<file path="config.mk">
export PLATFORM = sky130hd
export DESIGN_NAME = mem_phase_sequencer
export DESIGN_NICKNAME = d
export VERILOG_FILES = /design/src/rtl/mem_phase_sequencer_pkg.sv /design/src/rtl/mem_phase_sequencer_load_ext.sv /design/src/rtl/mem_phase_sequencer.sv
export SDC_FILE = /design/constraint.sdc
export NUM_CORES = 1
export LEC_CHECK = 0
export BUFFER_PORTS_ARGS = -buffer_cell sky130_fd_sc_hd__buf_2
export CORE_ASPECT_RATIO = 1.5
export CORE_MARGIN = 2
export CORE_UTILIZATION = 51
export CTS_BUF_LIST = sky130_fd_sc_hd__clkbuf_2 sky130_fd_sc_hd__clkbuf_4 sky130_fd_sc_hd__clkbuf_8
export DETAILED_ROUTE_END_ITERATION = 10
export GPL_ROUTABILITY_DRIVEN = 0
export GPL_TIMING_DRIVEN = 0
export PLACE_DENSITY = 0.85
export SETUP_SLACK_MARGIN = 0.1
export SYNTH_ARGS = -nofsm -noshare
export SYNTH_HDL_FRONTEND = slang
export SYNTH_SLANG_ARGS = --single-unit
</file>
<file path="constraint.sdc">
create_clock -name clk -period 9.85 [get_ports clk]
set_input_delay 0.4925 -clock clk [delete_from_list [all_inputs] [get_ports clk]]
set_output_delay 0.4925 -clock clk [all_outputs]
set_load 0.02 [all_outputs]
</file>
<file path="src/rtl/mem_phase_sequencer_pkg.sv">
// Shared definitions for the unified-memory phase sequencer: size codes,
// phase encoding, data-region base and the alignment rule.
package mem_pkg;

  localparam logic [1:0] SZ_WORD = 2'b00;
  localparam logic [1:0] SZ_HALF = 2'b01;
  localparam logic [1:0] SZ_BYTE = 2'b10;
  localparam logic [1:0] SZ_ILL  = 2'b11;

  // Memory alternates between serving instruction fetch and load/store.
  typedef enum logic {
    PH_FETCH = 1'b0,
    PH_DATA  = 1'b1
  } phase_e;

  // Offset the memory adds to data-phase addresses; the sequencer never
  // applies it, it is published so models of the memory agree on it.
  localparam int DATA_BASE = 128;

  // A request faults when its size is illegal or its address is not a
  // multiple of the access size.
  function automatic logic is_misaligned(input logic [1:0] size,
                                         input logic [1:0] addr_lsb);
    logic bad;
    bad = 1'b0;
    case (size)
      SZ_WORD: bad = (addr_lsb != 2'b00);
      SZ_HALF: bad = addr_lsb[0];
      SZ_BYTE: bad = 1'b0;
      default: bad = 1'b1;
    endcase
    return bad;
  endfunction

endpackage

</file>
<file path="src/rtl/mem_phase_sequencer_load_ext.sv">
// Combinational load extender: narrows raw memory data to the access size
// and fills the upper bits with zeros or the replicated sign bit.
import mem_pkg::*;

module load_ext #(
  parameter int DATA_W = 32
) (
  input  logic [DATA_W-1:0] data_i,
  input  logic [1:0]        size_i,
  input  logic              signed_i,
  output logic [DATA_W-1:0] data_o
);

  // Select the extension for the access size; illegal size yields zero.
  always_comb begin
    data_o = '0;
    case (size_i)
      SZ_WORD: data_o = data_i;
      SZ_HALF: data_o = {{(DATA_W-16){signed_i & data_i[15]}}, data_i[15:0]};
      SZ_BYTE: data_o = {{(DATA_W-8){signed_i & data_i[7]}}, data_i[7:0]};
      default: data_o = '0;
    endcase
  end

endmodule

</file>
<file path="src/rtl/mem_phase_sequencer.sv">
// Phase sequencer for the single-port instruction/data memory. Even cycles
// fetch an instruction at pc, odd cycles serve at most one buffered
// load/store. The fetched word and the load/store response are registered.
//
// Handshake: a request transfers on any rising edge where req_valid and
// req_ready are both high; req_ready is high exactly when the one-entry
// holding register is empty. The requester must hold its fields stable
// while req_valid is high and req_ready is low. There is no response
// back-pressure: resp_valid is a single-cycle pulse.
import mem_pkg::*;

module mem_phase_sequencer #(
  parameter int ADDR_W = 8,
  parameter int DATA_W = 32
) (
  input  logic              clk,
  input  logic              rst,
  input  logic [ADDR_W-1:0] pc,
  input  logic              fetch_en,
  input  logic              req_valid,
  output logic              req_ready,
  input  logic              req_write,
  input  logic [1:0]        req_size,
  input  logic              req_signed,
  input  logic [ADDR_W-1:0] req_addr,
  input  logic [DATA_W-1:0] req_wdata,
  output logic              sclk,
  output logic [ADDR_W-1:0] mem_addr,
  output logic              MemRead,
  output logic              MemWrite,
  output logic              signed_inst,
  output logic [1:0]        AU_inst_sel,
  output logic [DATA_W-1:0] mem_wdata,
  input  logic [DATA_W-1:0] mem_rdata,
  output logic [DATA_W-1:0] instr,
  output logic              instr_valid,
  output logic              resp_valid,
  output logic [DATA_W-1:0] resp_rdata,
  output logic              misalign
);

  phase_e            phase_q, phase_d;
  logic              sclk_q;

  logic              pend_q;
  logic [ADDR_W-1:0] addr_q;
  logic [1:0]        size_q;
  logic              signed_q;
  logic              write_q;
  logic [DATA_W-1:0] wdata_q;

  logic [DATA_W-1:0] instr_q;
  logic              instr_valid_q;
  logic              resp_valid_q;
  logic [DATA_W-1:0] resp_rdata_q;
  logic              misalign_q;

  logic              accept;
  logic              issue;
  logic              fault;
  logic [DATA_W-1:0] ext_data;

  assign accept = req_valid && !pend_q;
  assign fault  = is_misaligned(size_q, addr_q[1:0]);

  load_ext #(.DATA_W(DATA_W)) u_load_ext (
    .data_i   (mem_rdata),
    .size_i   (size_q),
    .signed_i (signed_q),
    .data_o   (ext_data)
  );

  // Phase register; sclk is a flop that mirrors the phase so it is glitch-free.
  always_ff @(posedge clk or posedge rst) begin
    if (rst) begin
      phase_q <= PH_FETCH;
      sclk_q  <= 1'b1;
    end else begin
      phase_q <= phase_d;
      sclk_q  <= (phase_d == PH_FETCH);
    end
  end

  // Next phase and memory-side decode. Reset forces every memory output
  // low so nothing is strobed while reset is applied.
  always_comb begin
    phase_d     = (phase_q == PH_FETCH) ? PH_DATA : PH_FETCH;
    issue       = (phase_q == PH_DATA) && pend_q;
    mem_addr    = '0;
    MemRead     = 1'b0;
    MemWrite    = 1'b0;
    AU_inst_sel = SZ_WORD;
    mem_wdata   = '0;
    if (!rst) begin
      if (phase_q == PH_FETCH) begin
        mem_addr = pc;
      end else if (pend_q && !fault) begin
        mem_addr    = addr_q;
        AU_inst_sel = size_q;
        MemRead     = !write_q;
        MemWrite    = write_q;
        mem_wdata   = wdata_q;
      end
    end
  end

  // One-entry holding register: filled on handshake, drained in its issue cycle.
  always_ff @(posedge clk or posedge rst) begin
    if (rst) begin
      pend_q   <= 1'b0;
      addr_q   <= '0;
      size_q   <= SZ_WORD;
      signed_q <= 1'b0;
      write_q  <= 1'b0;
      wdata_q  <= '0;
    end else if (issue) begin
      pend_q <= 1'b0;
    end else if (accept) begin
      pend_q   <= 1'b1;
      addr_q   <= req_addr;
      size_q   <= req_size;
      signed_q <= req_signed;
      write_q  <= req_write;
      wdata_q  <= req_wdata;
    end
  end

  // Instruction capture at the end of each fetch phase when IF is not stalled.
  always_ff @(posedge clk or posedge rst) begin
    if (rst) begin
      instr_q       <= '0;
      instr_valid_q <= 1'b0;
    end else if ((phase_q == PH_FETCH) && fetch_en) begin
      instr_q       <= mem_rdata;
      instr_valid_q <= 1'b1;
    end else begin
      instr_valid_q <= 1'b0;
    end
  end

  // Response register: one pulse per issued request, data only for good loads.
  always_ff @(posedge clk or posedge rst) begin
    if (rst) begin
      resp_valid_q <= 1'b0;
      resp_rdata_q <= '0;
      misalign_q   <= 1'b0;
    end else begin
      resp_valid_q <= issue;
      misalign_q   <= issue && fault;
      if (issue && !write_q && !fault) begin
        resp_rdata_q <= ext_data;
      end else begin
        resp_rdata_q <= '0;
      end
    end
  end

  assign req_ready   = !pend_q;
  assign sclk        = sclk_q;
  assign signed_inst = 1'b0;
  assign instr       = instr_q;
  assign instr_valid = instr_valid_q;
  assign resp_valid  = resp_valid_q;
  assign resp_rdata  = resp_rdata_q;
  assign misalign    = misalign_q;

endmodule

</file>
==> summary.md <==
| Metric | Value |
|---|---|
| DRT met1 WL | between 4000 and 5000 microns |
| Synth top area share | 60.0% |
| PnR Total Power | approximately 1.3 mW |
| Initial Utilization | around 52% |
| Slew @ Worst Pin | about 670 ps |
| Arr. time, crit path | between 2000 and 2500 ps |
| Port Buffers | 200 |
| Post-route insts no fill | a little over 700 |
| Die area | ~10000 sq um |
| Achievable Freq | between 300 and 400 MHz |
| # placed instances | 680 |
| Clk pin slew, worst setup/hold paths | ~70 ps |
| Min Hold Slack | approximately 190 ps |
| CTS tree | yes |
| Leak | ~3.2 nW |
| Slew HR | between 50% and 60% |
| Die width | ~82 microns |
| Reg2reg end | resp_rdata[29]$_DFF_PP0_ |
| Filler instances | 651 |
| Simple-gate area share of the yosys netlist | between 10 and 15% |
| Synth Area in XOR/XNOR | 0% |
| WL/cell | approximately 17 microns |
| CP Cell Sequence | buf_2 > inv_4 > nand3_1 > clkbuf_1 > nor3b_1 > buf_2 |
| Final instance area | ~6300 sq um |
| Startpoint Class | input port |
| Synth unique cells | 28 |
| CTS resizes | 0 |
| Reg2Reg Depth | 4 |
| Max-Cap Viols | 0 |
| R2R setup slack | around 8000 ps |
| Yosys warning count | 0 |
| Diodes inserted | 0 |
| Switching Power | ~0.36 mW |
| Worst r2r src | size_q[0]$_DFFE_PP0P_ |
| Combinational power share | between 10% and 20% |
| Share of layout cells above drive strength 1 | 54.8% |
| H-tree levels | 4 |
| Post-cts hold buffer count | 0 |
| Setup_tns | 0 ps |
| Synth-to-Final Area Change | 34.7% |
| 1st-pass router iterations | 5 |
| Status | finished, final reports clean |
| Row count | 43 |
| Worst skew pair latency | 430 ps |
| Post-synth EDFFs | 0 |
| Routed wire length | between 10000 and 15000 microns |
| Finished Core Util | 69.8% |
| Antenna viol nets, final | 0 |
| Core area | 9090 sq um |
| First-pass GRT wire length | ~18000 microns |
| Global Route Usage Sum | 24.7% |
| Maximum clock path buffer count | 2 |
| Seq cells post-synth | about 110 |
| Final Worst Setup Slack | ~7000 ps |
| Mapped Cells | about 370 |
| Worst setup EP type | primary output |
| Crit path max-delay cell type | inv_4 |
| Largest family of logic cells by synthesized area | multiplexers |
| Initial antenna violation count | 0 |
| CP max FO | 53 |
| Drt drc | 0 |
| Most numerous cell in the Yosys netlist | dfrtp_1 |
| CP Class | in2out |
| Setup violations, final | 0 |
| Cell Area, Synth | about 4700 sq um |
| Sequential area share after synthesis | between 60% and 70% |
| DRT iter0 DRCs | about 200 |
| Int Pwr | about 0.9 mW |
| Top Metal Used | met4 |
| Maximum vdd drop | 138 uV |
| Shortest period the worst path allows | just under 3000 ps |
| Leading cell types by count after synthesis | dfrtp_1 (113), mux2_2 (68), nor3b_1 (41) |
| Final Max Slew Viols | 0 |
| Clock root buffer master | clkbuf_8 |
| Total grt overflow | 0 |
| Final Cycle Share | between 20% and 30% |
| Chip Height | 122 microns |
| Largest delay share family, worst path | buffers and inverters |
| Final Hold Fails | 0 |
| Largest net degree at the start of global routing | between 60 and 70 |
| Post-CTS Setup Bufs | 0 |
| Mux contribution to synthesized area | 16.3% |
| Pwr/cell area | between 200 and 250 nW/um^2 |
| Dominant register cell in the synthesized netlist | dfrtp_1 |
| Cell taking the most area after synthesis | dfrtp_1 |
| Synth area leaders | dfrtp_1 (60%), mux2_2 (16%), nor3b_1 (6.5%), nand2_1 (2.6%), a211oi_1 (2.5%) |
| Via count | approximately 3800 |
| Final Skew | roughly 11 ps |
| Syn_area_per_cell | around 13 sq um |
| Layout Nets | approximately 680 |
| Max incr delay on CP | 480 ps |
| Met3 routed WL | 1010 microns |
| Boundary Pins | slightly above 200 |
| Pre-CTS setup slack | a little under 7000 ps |
| Sw Ratio | approximately 28% |
| Synth Net Count | approximately 460 |
| Clk network pwr share | 38.9% |
| Async set-reset flop share out of synthesis | 100% |
| Vias in the first global route | 3738 |
| Flop pwr share | 42.3% |
| Post-synthesis adder-cell area fraction | 0% |
| Hold crit path type | in2async |
| Post-DP HPWL | around 9000 microns |
| Clock Sinks | around 110 |
| Wire length on met2 | roughly 6500 microns |
| TritonCTS buffer count | 17 |
| Critical path buffers and inverters | 4 |
| RSZ-0062 raised after global routing | no |
| Dpl cell area | slightly below 6000 sq um |
| Worst Path Required | roughly 9400 ps |
| CP dominant cell by count | buf_2 |
| Vias/cell | 5.32 |
| Post-synthesis compound-gate area fraction | 6.27% |
==> worst max path at each step <==
stage,from,end,depth (start not counted)
4_1_cts,rst,mem_wdata[6],6
2_1_floorplan,rst,mem_wdata[10],4
3_3_place_gp,rst,mem_wdata[6],6
5_1_grt,rst,mem_wdata[26],6
3_5_place_dp,rst,mem_wdata[6],6
6_report,rst,mem_wdata[6],6
==> final cells by class <==
class | count | area (sq um) | area share, %
inverters | 13 | 51.3 | 0.808
well taps | 112 | 140 | 2.21
clock inverters | 11 | 175 | 2.76
repair buffers | 201 | 1030 | 16.2
flip-flops and latches | 114 | 2850 | 45.0
clock buffers | 21 | 289 | 4.55
plain buffers | 29 | 173 | 2.72
multi-input cells | 211 | 1640 | 25.8
==> flip-flops by register name (all words and copies together), names as in the netlist <==
signal	flops
addr_q	8
signed_q	1
size_q	2
wdata_q	32
write_q	1
misalign	1
instr	32
pend_q	1
sclk	1
instr_valid	1
resp_rdata	32
phase_q	1
resp_valid	1
==> routing by layer <==
metal,GRT usage (%),vias to the layer above
li1,-,1722
met1,28.2,1852
met2,42.0,198
met3,7.78,19
met4,10.0,0
met5,0,-
==> power groups by stage <==
stage	Combinational, mW	Clock (mW)	Sequential (mW)
after floorplan	0.143	0	0.556
after global placement	0.229	0	0.542
after detailed placement	0.238	0	0.546
after CTS	0.240	0.502	0.537
after global routing	0.259	0.524	0.543
final	0.238	0.495	0.537
==> cell usage in the layout (no fill, tap or decap) <==
cell        Yosys  routed
clkinv_4        0       1
buf_6           5       5
nor2b_1         3       3
and2_1          1       1
dfstp_2         1       1
and4b_1         1       1
inv_6           0       1
clkinv_1        1       1
a31oi_4         1       1
buf_2          18     218
clkbuf_1        5       5
clkbuf_8        0      21
buf_4           1       1
o21ai_0         8       8
conb_1          1       1
nand2b_1        1       1
nand2_2         1       1
a21o_1          1       1
nor3b_1        41      41
a21oi_1         9       9
nand2_1        33      33
dfrtp_1       113     113
nand4_1         1       1
a211oi_1       16      16
nor2_1          5       5
clkinvlp_4      0       5
buf_16          0       1
or2_1           1       1
inv_4           0       1
nor3_1         10      10
o41ai_1         7       7
bufinv_16       0       4
inv_1          12      11
mux2_2         68      68
nand3_1         2       2
==> logic make-up after synthesis <==
family / count (synthesis)
flip-flops: 114
AND/OR/NAND/NOR: 100
AO/OA/AOI/OAI: 42
other: 1
multiplexers: 68
buffers and inverters: 42
==> worst reg2reg max path: stages (launching register included) <==
cell and delay (ps):
dfrtp_1 500, nor2_1 470, buf_2 310, nand2_1 90, a211oi_1 260
Power figures use the tool's default switching activity.
